[config.mk]
export PLATFORM = sky130hd
export DESIGN_NAME = flex_counter_bank_flat
export DESIGN_NICKNAME = d
export VERILOG_FILES = /design/src/rtl/flex_counter_bank_if.sv /design/src/rtl/flex_counter_bank.sv /design/src/flat_wrapper.sv
export SDC_FILE = /design/constraint.sdc
export NUM_CORES = 1
export LEC_CHECK = 0
export CORE_MARGIN = 2
export CORE_UTILIZATION = 49
export CTS_CLUSTER_DIAMETER = 50
export CTS_CLUSTER_SIZE = 20
export DETAILED_ROUTE_END_ITERATION = 8
export PLACE_DENSITY = 0.91
export SLEW_MARGIN = 20
export SYNTH_ARGS = -nofsm -noshare
export SYNTH_HDL_FRONTEND = slang
export SYNTH_SLANG_ARGS = --single-unit
[constraint.sdc]
create_clock -name clk -period 3.46 [get_ports clk]
set_input_delay 0.519 -clock clk [delete_from_list [all_inputs] [get_ports clk]]
set_output_delay 0.519 -clock clk [all_outputs]
set_load 0.02 [all_outputs]
[src/rtl/flex_counter_bank_if.sv]
`default_nettype none
// ============================================================================
//  Module      : flex_counter_bank_if
//  Description : Control/status bundle for flex_counter_bank. Per-channel
//                single-bit controls use bit i; multi-bit fields are packed
//                as channel i at [i*NUM_CNT_BITS +: NUM_CNT_BITS].
//  Revision    : 1.0 - initial release
// ============================================================================
interface flex_counter_bank_if #(
    parameter int NUM_CNT_BITS = 4,
    parameter int NUM_CHANNELS = 2
);
    logic [NUM_CHANNELS-1:0]              clear;
    logic [NUM_CHANNELS-1:0]              count_enable;
    logic [NUM_CHANNELS-1:0]              count_down;
    logic [NUM_CHANNELS-1:0]              saturate;
    logic [NUM_CHANNELS-1:0]              cascade;
    logic [NUM_CHANNELS-1:0]              load;
    logic [NUM_CHANNELS*NUM_CNT_BITS-1:0] load_val;
    logic [NUM_CHANNELS*NUM_CNT_BITS-1:0] rollover_val;
    logic [NUM_CHANNELS*NUM_CNT_BITS-1:0] count_out;
    logic [NUM_CHANNELS-1:0]              rollover_flag;
    logic [NUM_CHANNELS-1:0]              wrap_pulse;

    // Controller side: drives controls, observes counts and flags
    modport master (
        output clear, count_enable, count_down, saturate, cascade, load,
               load_val, rollover_val,
        input  count_out, rollover_flag, wrap_pulse
    );

    // Counter bank side
    modport slave (
        input  clear, count_enable, count_down, saturate, cascade, load,
               load_val, rollover_val,
        output count_out, rollover_flag, wrap_pulse
    );
endinterface
`default_nettype wire

[src/rtl/flex_counter_bank.sv]
`default_nettype none
// ============================================================================
//  Module      : flex_counter_bank
//  Description : Bank of independent up/down counters with wrap or saturate
//                against a programmable terminal value, parallel load and
//                optional cascading on the lower neighbour's wrap event.
//  Revision    : 1.0 - initial release
// ============================================================================
module flex_counter_bank #(
    parameter int NUM_CNT_BITS = 4,
    parameter int NUM_CHANNELS = 2
) (
    input  logic                clk,
    input  logic                n_rst,
    flex_counter_bank_if.slave  bus
);

    logic [NUM_CHANNELS-1:0][NUM_CNT_BITS-1:0] r_count;
    logic [NUM_CHANNELS-1:0]                   r_wrap_pulse;

    logic [NUM_CHANNELS-1:0][NUM_CNT_BITS-1:0] w_count_next;
    logic [NUM_CHANNELS-1:0][NUM_CNT_BITS-1:0] w_roll;
    logic [NUM_CHANNELS-1:0][NUM_CNT_BITS-1:0] w_load_val;
    logic [NUM_CHANNELS-1:0]                   w_step_req;
    logic [NUM_CHANNELS-1:0]                   w_past_term;
    logic [NUM_CHANNELS-1:0]                   w_wrap_evt;
    logic                                      w_chain;

    // Unpack the flattened buses and drive the per-channel outputs
    generate
        for (genvar g = 0; g < NUM_CHANNELS; g++) begin : g_chan
            assign w_roll[g]     = bus.rollover_val[g*NUM_CNT_BITS +: NUM_CNT_BITS];
            assign w_load_val[g] = bus.load_val[g*NUM_CNT_BITS +: NUM_CNT_BITS];
            assign bus.count_out[g*NUM_CNT_BITS +: NUM_CNT_BITS] = r_count[g];
            assign bus.wrap_pulse[g] = r_wrap_pulse[g];
            // Terminal is the rollover value when counting up, zero when down
            assign bus.rollover_flag[g] =
                (r_count[g] == (bus.count_down[g] ? '0 : w_roll[g]));
        end
    endgenerate

    // Ripple the wrap-event chain upward and form each channel's next count.
    // The chain is the critical path: a cascaded channel may only step when
    // the channel below actually wraps on this same edge.
    always_comb begin
        w_step_req   = '0;
        w_past_term  = '0;
        w_wrap_evt   = '0;
        w_count_next = r_count;
        w_chain      = 1'b1;
        for (int i = 0; i < NUM_CHANNELS; i++) begin
            w_step_req[i]  = bus.count_enable[i] &
                             ((i == 0) | ~bus.cascade[i] | w_chain);
            // Counting up treats anything at or above the terminal as done,
            // so a loaded value beyond rollover_val still wraps cleanly
            w_past_term[i] = bus.count_down[i] ? (r_count[i] == '0)
                                               : (r_count[i] >= w_roll[i]);
            w_wrap_evt[i]  = w_step_req[i] & ~bus.saturate[i] & ~bus.clear[i] &
                             ~bus.load[i] & n_rst & w_past_term[i];
            w_chain        = w_wrap_evt[i];

            if (bus.clear[i]) begin
                w_count_next[i] = '0;
            end else if (bus.load[i]) begin
                w_count_next[i] = w_load_val[i];
            end else if (w_step_req[i]) begin
                if (w_past_term[i]) begin
                    if (!bus.saturate[i]) begin
                        w_count_next[i] = bus.count_down[i] ? w_roll[i] : '0;
                    end
                end else if (bus.count_down[i]) begin
                    w_count_next[i] = r_count[i] - 1'b1;
                end else begin
                    w_count_next[i] = r_count[i] + 1'b1;
                end
            end
        end
    end

    // Count and wrap-pulse registers; reset overrides everything
    always_ff @(posedge clk) begin
        if (!n_rst) begin
            r_count      <= '0;
            r_wrap_pulse <= '0;
        end else begin
            r_count      <= w_count_next;
            r_wrap_pulse <= w_wrap_evt;
        end
    end

endmodule
`default_nettype wire

[src/flat_wrapper.sv]
// flat-port wrapper written by rule: the top's interface ports become plain ports
module flex_counter_bank_flat 
#(
    parameter int NUM_CNT_BITS = 4,
    parameter int NUM_CHANNELS = 2
)
  (clk, n_rst, bus_clear, bus_count_enable, bus_count_down, bus_saturate, bus_cascade, bus_load, bus_load_val, bus_rollover_val, bus_count_out, bus_rollover_flag, bus_wrap_pulse);
  flex_counter_bank_if #(.NUM_CNT_BITS(NUM_CNT_BITS), .NUM_CHANNELS(NUM_CHANNELS)) bus_i ();
  input  logic clk;
  input  logic n_rst;
  input wire logic [$bits(bus_i.clear)-1:0] bus_clear;
  input wire logic [$bits(bus_i.count_enable)-1:0] bus_count_enable;
  input wire logic [$bits(bus_i.count_down)-1:0] bus_count_down;
  input wire logic [$bits(bus_i.saturate)-1:0] bus_saturate;
  input wire logic [$bits(bus_i.cascade)-1:0] bus_cascade;
  input wire logic [$bits(bus_i.load)-1:0] bus_load;
  input wire logic [$bits(bus_i.load_val)-1:0] bus_load_val;
  input wire logic [$bits(bus_i.rollover_val)-1:0] bus_rollover_val;
  output wire logic [$bits(bus_i.count_out)-1:0] bus_count_out;
  output wire logic [$bits(bus_i.rollover_flag)-1:0] bus_rollover_flag;
  output wire logic [$bits(bus_i.wrap_pulse)-1:0] bus_wrap_pulse;
  assign bus_i.clear = bus_clear;
  assign bus_i.count_enable = bus_count_enable;
  assign bus_i.count_down = bus_count_down;
  assign bus_i.saturate = bus_saturate;
  assign bus_i.cascade = bus_cascade;
  assign bus_i.load = bus_load;
  assign bus_i.load_val = bus_load_val;
  assign bus_i.rollover_val = bus_rollover_val;
  assign bus_count_out = bus_i.count_out;
  assign bus_rollover_flag = bus_i.rollover_flag;
  assign bus_wrap_pulse = bus_i.wrap_pulse;
  flex_counter_bank #(.NUM_CNT_BITS(NUM_CNT_BITS), .NUM_CHANNELS(NUM_CHANNELS)) u_core (.clk(clk), .n_rst(n_rst), .bus(bus_i));
endmodule
==> out/metrics.cfg <==
[synth]
ys.flop_type=dfxtp_1
synth_cells=160
netlist_area_um2=1210
avgSynthCellArea_um2=7.59
synth-edff-count=0
synth_seq_cells=10
yosysWarnings=0
synth.distinct_cells=46
async_flop_share_pct=0
ys_seq_area_share_pct=16.5
syn_nets=204

[detailed_routing]
vias=1378
routed_wl_mm=3.35
wl_per_cell_um=14.6
drc=0
dr.pass1.iters=4
ant_nets=0
via_per_inst=5.99
drtIter0Drc=46

[worst_setup_path]
ff2ff_setup_slack_ps=980
crit_fanout=8
r2r-start=u_core.bus.count_out[0]
endpoint_kind=output port
critPathLaunch=bus_count_down[1]
reg2reg_to=u_core.bus.count_out[5]
rr_worst_depth=8
cp_data_required_time_ps=2940
arrival_ps=2430
cp-start-kind=input pin
path_class=input pin to output port

[min_path]
hold_class=flop to flop
worstHoldPathCells=2
worstHoldStart=u_core.bus.count_out[4]
min_to=u_core.bus.count_out[4]

[floorplan]
die_h_um=53.8
coreArea_um2=2410
io_pins=42
rows=18
initial_core_util_pct=50.4
dieArea_um2=2890
die_width_um=53.8

[timing]
slew_headroom_pct=65.2
tns_ps=0
skew_ps=4.89
clock.fmax_mhz=339
fin_crit_ps=2950
setup_violations=0
slew_violations=0
post-route-period-util_pct=85.3
hold_viol_final=0
tightestPinTransition_ps=517
layout_setup_ws_ps=509
rsz0062_at_grt=no

[place]
port_buffers=40
dp_cells=227
post-dp-hpwl_mm=2.71
gp_congestion=0.918
dpl_worst_slack_ps=517

[clock_network]
htree_levels=1
cts_resized=0
holdBufCountCts=0
cts_root_buf=clkbuf_4
cts_inserted_buffers=3
clock_path_buffers=2
post-cts-setup-buffers=0
cts_num_sinks=10
clk_latency_ps=270
cts.clk_slew.worst_paths_ps=60
cts_tree=yes

[global_routing]
grt_max_degree=14
grt.total_usage_pct=26.8
grt_pass1_wl_mm=5.82
overflow=0
antenna_found_initial=0
grt_pass1_vias=1301

[final_layout]
n_antenna_cell=0
n_fill_cell=197
regArea_um2=200
area_delta_synth_final_pct=36.9
drive_above_1_share_pct=5.00
fin_nets=246
fin_util_pct=69.0
multi_input_area_um2=935
layoutNonFillerInstCount=230

[power]
powerDensity_nw_per_um2=250
power_leakage_nw=0.650
peakVddDrop_v=0.000192

[flow_run]
cap_violations=0

[outcome]
run_status=completed

## critical path, cell delays in order
cell and delay, ps:
clkdlybuf4s50_1 450, clkinv_1 170, nand3_1 90, o21ai_0 110, o21ai_0 110, o21ai_0 80, nor4b_1 250, clkdlybuf4s50_1 660
## worst max-delay path by stage
stage	end	slack, ps
floorplan	u_core.bus.count_out[4]	1110
global placement	u_core.bus.count_out[5]	590
detailed placement	bus_rollover_flag[1]	520
CTS	bus_rollover_flag[1]	520
global route	bus_rollover_flag[1]	350
finish	bus_rollover_flag[1]	510
## cell type report
class                   instances  share of cell area (%)
well taps                      30                    2.26
repair buffers                 42                    25.0
clock buffers                   3                    1.35
flip-flops and latches         10                    12.0
inverters                      14                    3.16
multi-input cells             131                    56.2
## placed cells by master, fill, tap and decap left out, types with 3 or more instances in the layout
master,synthesis,layout
mux2i_1,3,3
ha_1,12,12
clkdlybuf4s50_1,0,40
a31oi_1,4,4
nand2b_1,6,6
dfxtp_1,10,10
xnor2_1,5,5
inv_1,13,13
nor4_1,3,3
clkbuf_4,0,3
nor2_1,8,8
nor2b_1,4,4
nand3_1,10,10
o21ai_0,19,19
nand2_1,9,9
a21oi_1,9,9
## stage by stage
step	hold WS, ps	instance area, µm²	total power [W]
5_1_grt	586	1660	0.000447
6_report	567	1660	0.000416
3_5_place_dp	556	1640	0.000335
2_1_floorplan	584	1210	0.000254
3_3_place_gp	538	1640	0.000327
4_1_cts	566	1660	0.000415
## sequential cells by signal, summed over array words and instances, names as in the netlist
signal and cells:
u_core.bus.count_out 8, u_core.bus.wrap_pulse 2
## synthesized netlist by cell type (2+ instances only)
library cell | number | share of area, %
o21ai_0 | 19 | 7.8
inv_1 | 13 | 4.0
ha_1 | 12 | 12
dfxtp_1 | 10 | 16
nand3_1 | 10 | 4.1
a21oi_1 | 9 | 3.7
nand2_1 | 9 | 2.8
nor2_1 | 8 | 2.5
nand2b_1 | 6 | 3.1
xnor2_1 | 5 | 3.6
a31oi_1 | 4 | 2.1
nor2b_1 | 4 | 2.1
clkbuf_1 | 3 | 0.93
mux2i_1 | 3 | 2.5
nor4_1 | 3 | 1.5
a21o_1 | 2 | 1.2
fa_1 | 2 | 3.3
nor3_1 | 2 | 0.82
nor3b_1 | 2 | 1.2
nor4b_1 | 2 | 1.4
o2111ai_1 | 2 | 1.4
o21a_1 | 2 | 1.2
o21bai_1 | 2 | 1.2
o221ai_1 | 2 | 1.4
o31ai_1 | 2 | 1.2
xor2_1 | 2 | 1.4
## where the power goes
group / switching [W] / internal, W / total [W] / leakage (nW)
sequential: 0.0000118 / 0.000121 / 0.000133 / 0.0816
combinational: 0.000102 / 0.000100 / 0.000202 / 0.555
clock: 0.0000408 / 0.0000402 / 0.0000810 / 0.0138
total: 0.000155 / 0.000261 / 0.000416 / 0.650
## layer usage
metal  share of wire [%]  track usage [%]
met3                 6.2             2.50
met1                  44             38.8
met2                  48             41.7
met5                   0                0
met4                 1.7             8.55
## kinds of logic after synthesis
| group | Yosys count | synth area share, % |
|---|---|---|
| AO/OA/AOI/OAI | 54 | 29.7 |
| multiplexers | 3 | 2.47 |
| XOR/XNOR | 7 | 5.05 |
| buffers and inverters | 19 | 6.59 |
| flip-flops | 10 | 16.5 |
| AND/OR/NAND/NOR | 53 | 24.1 |
| adder cells (fa/ha/maj) | 14 | 15.7 |
Power figures use the tool's default switching activity.
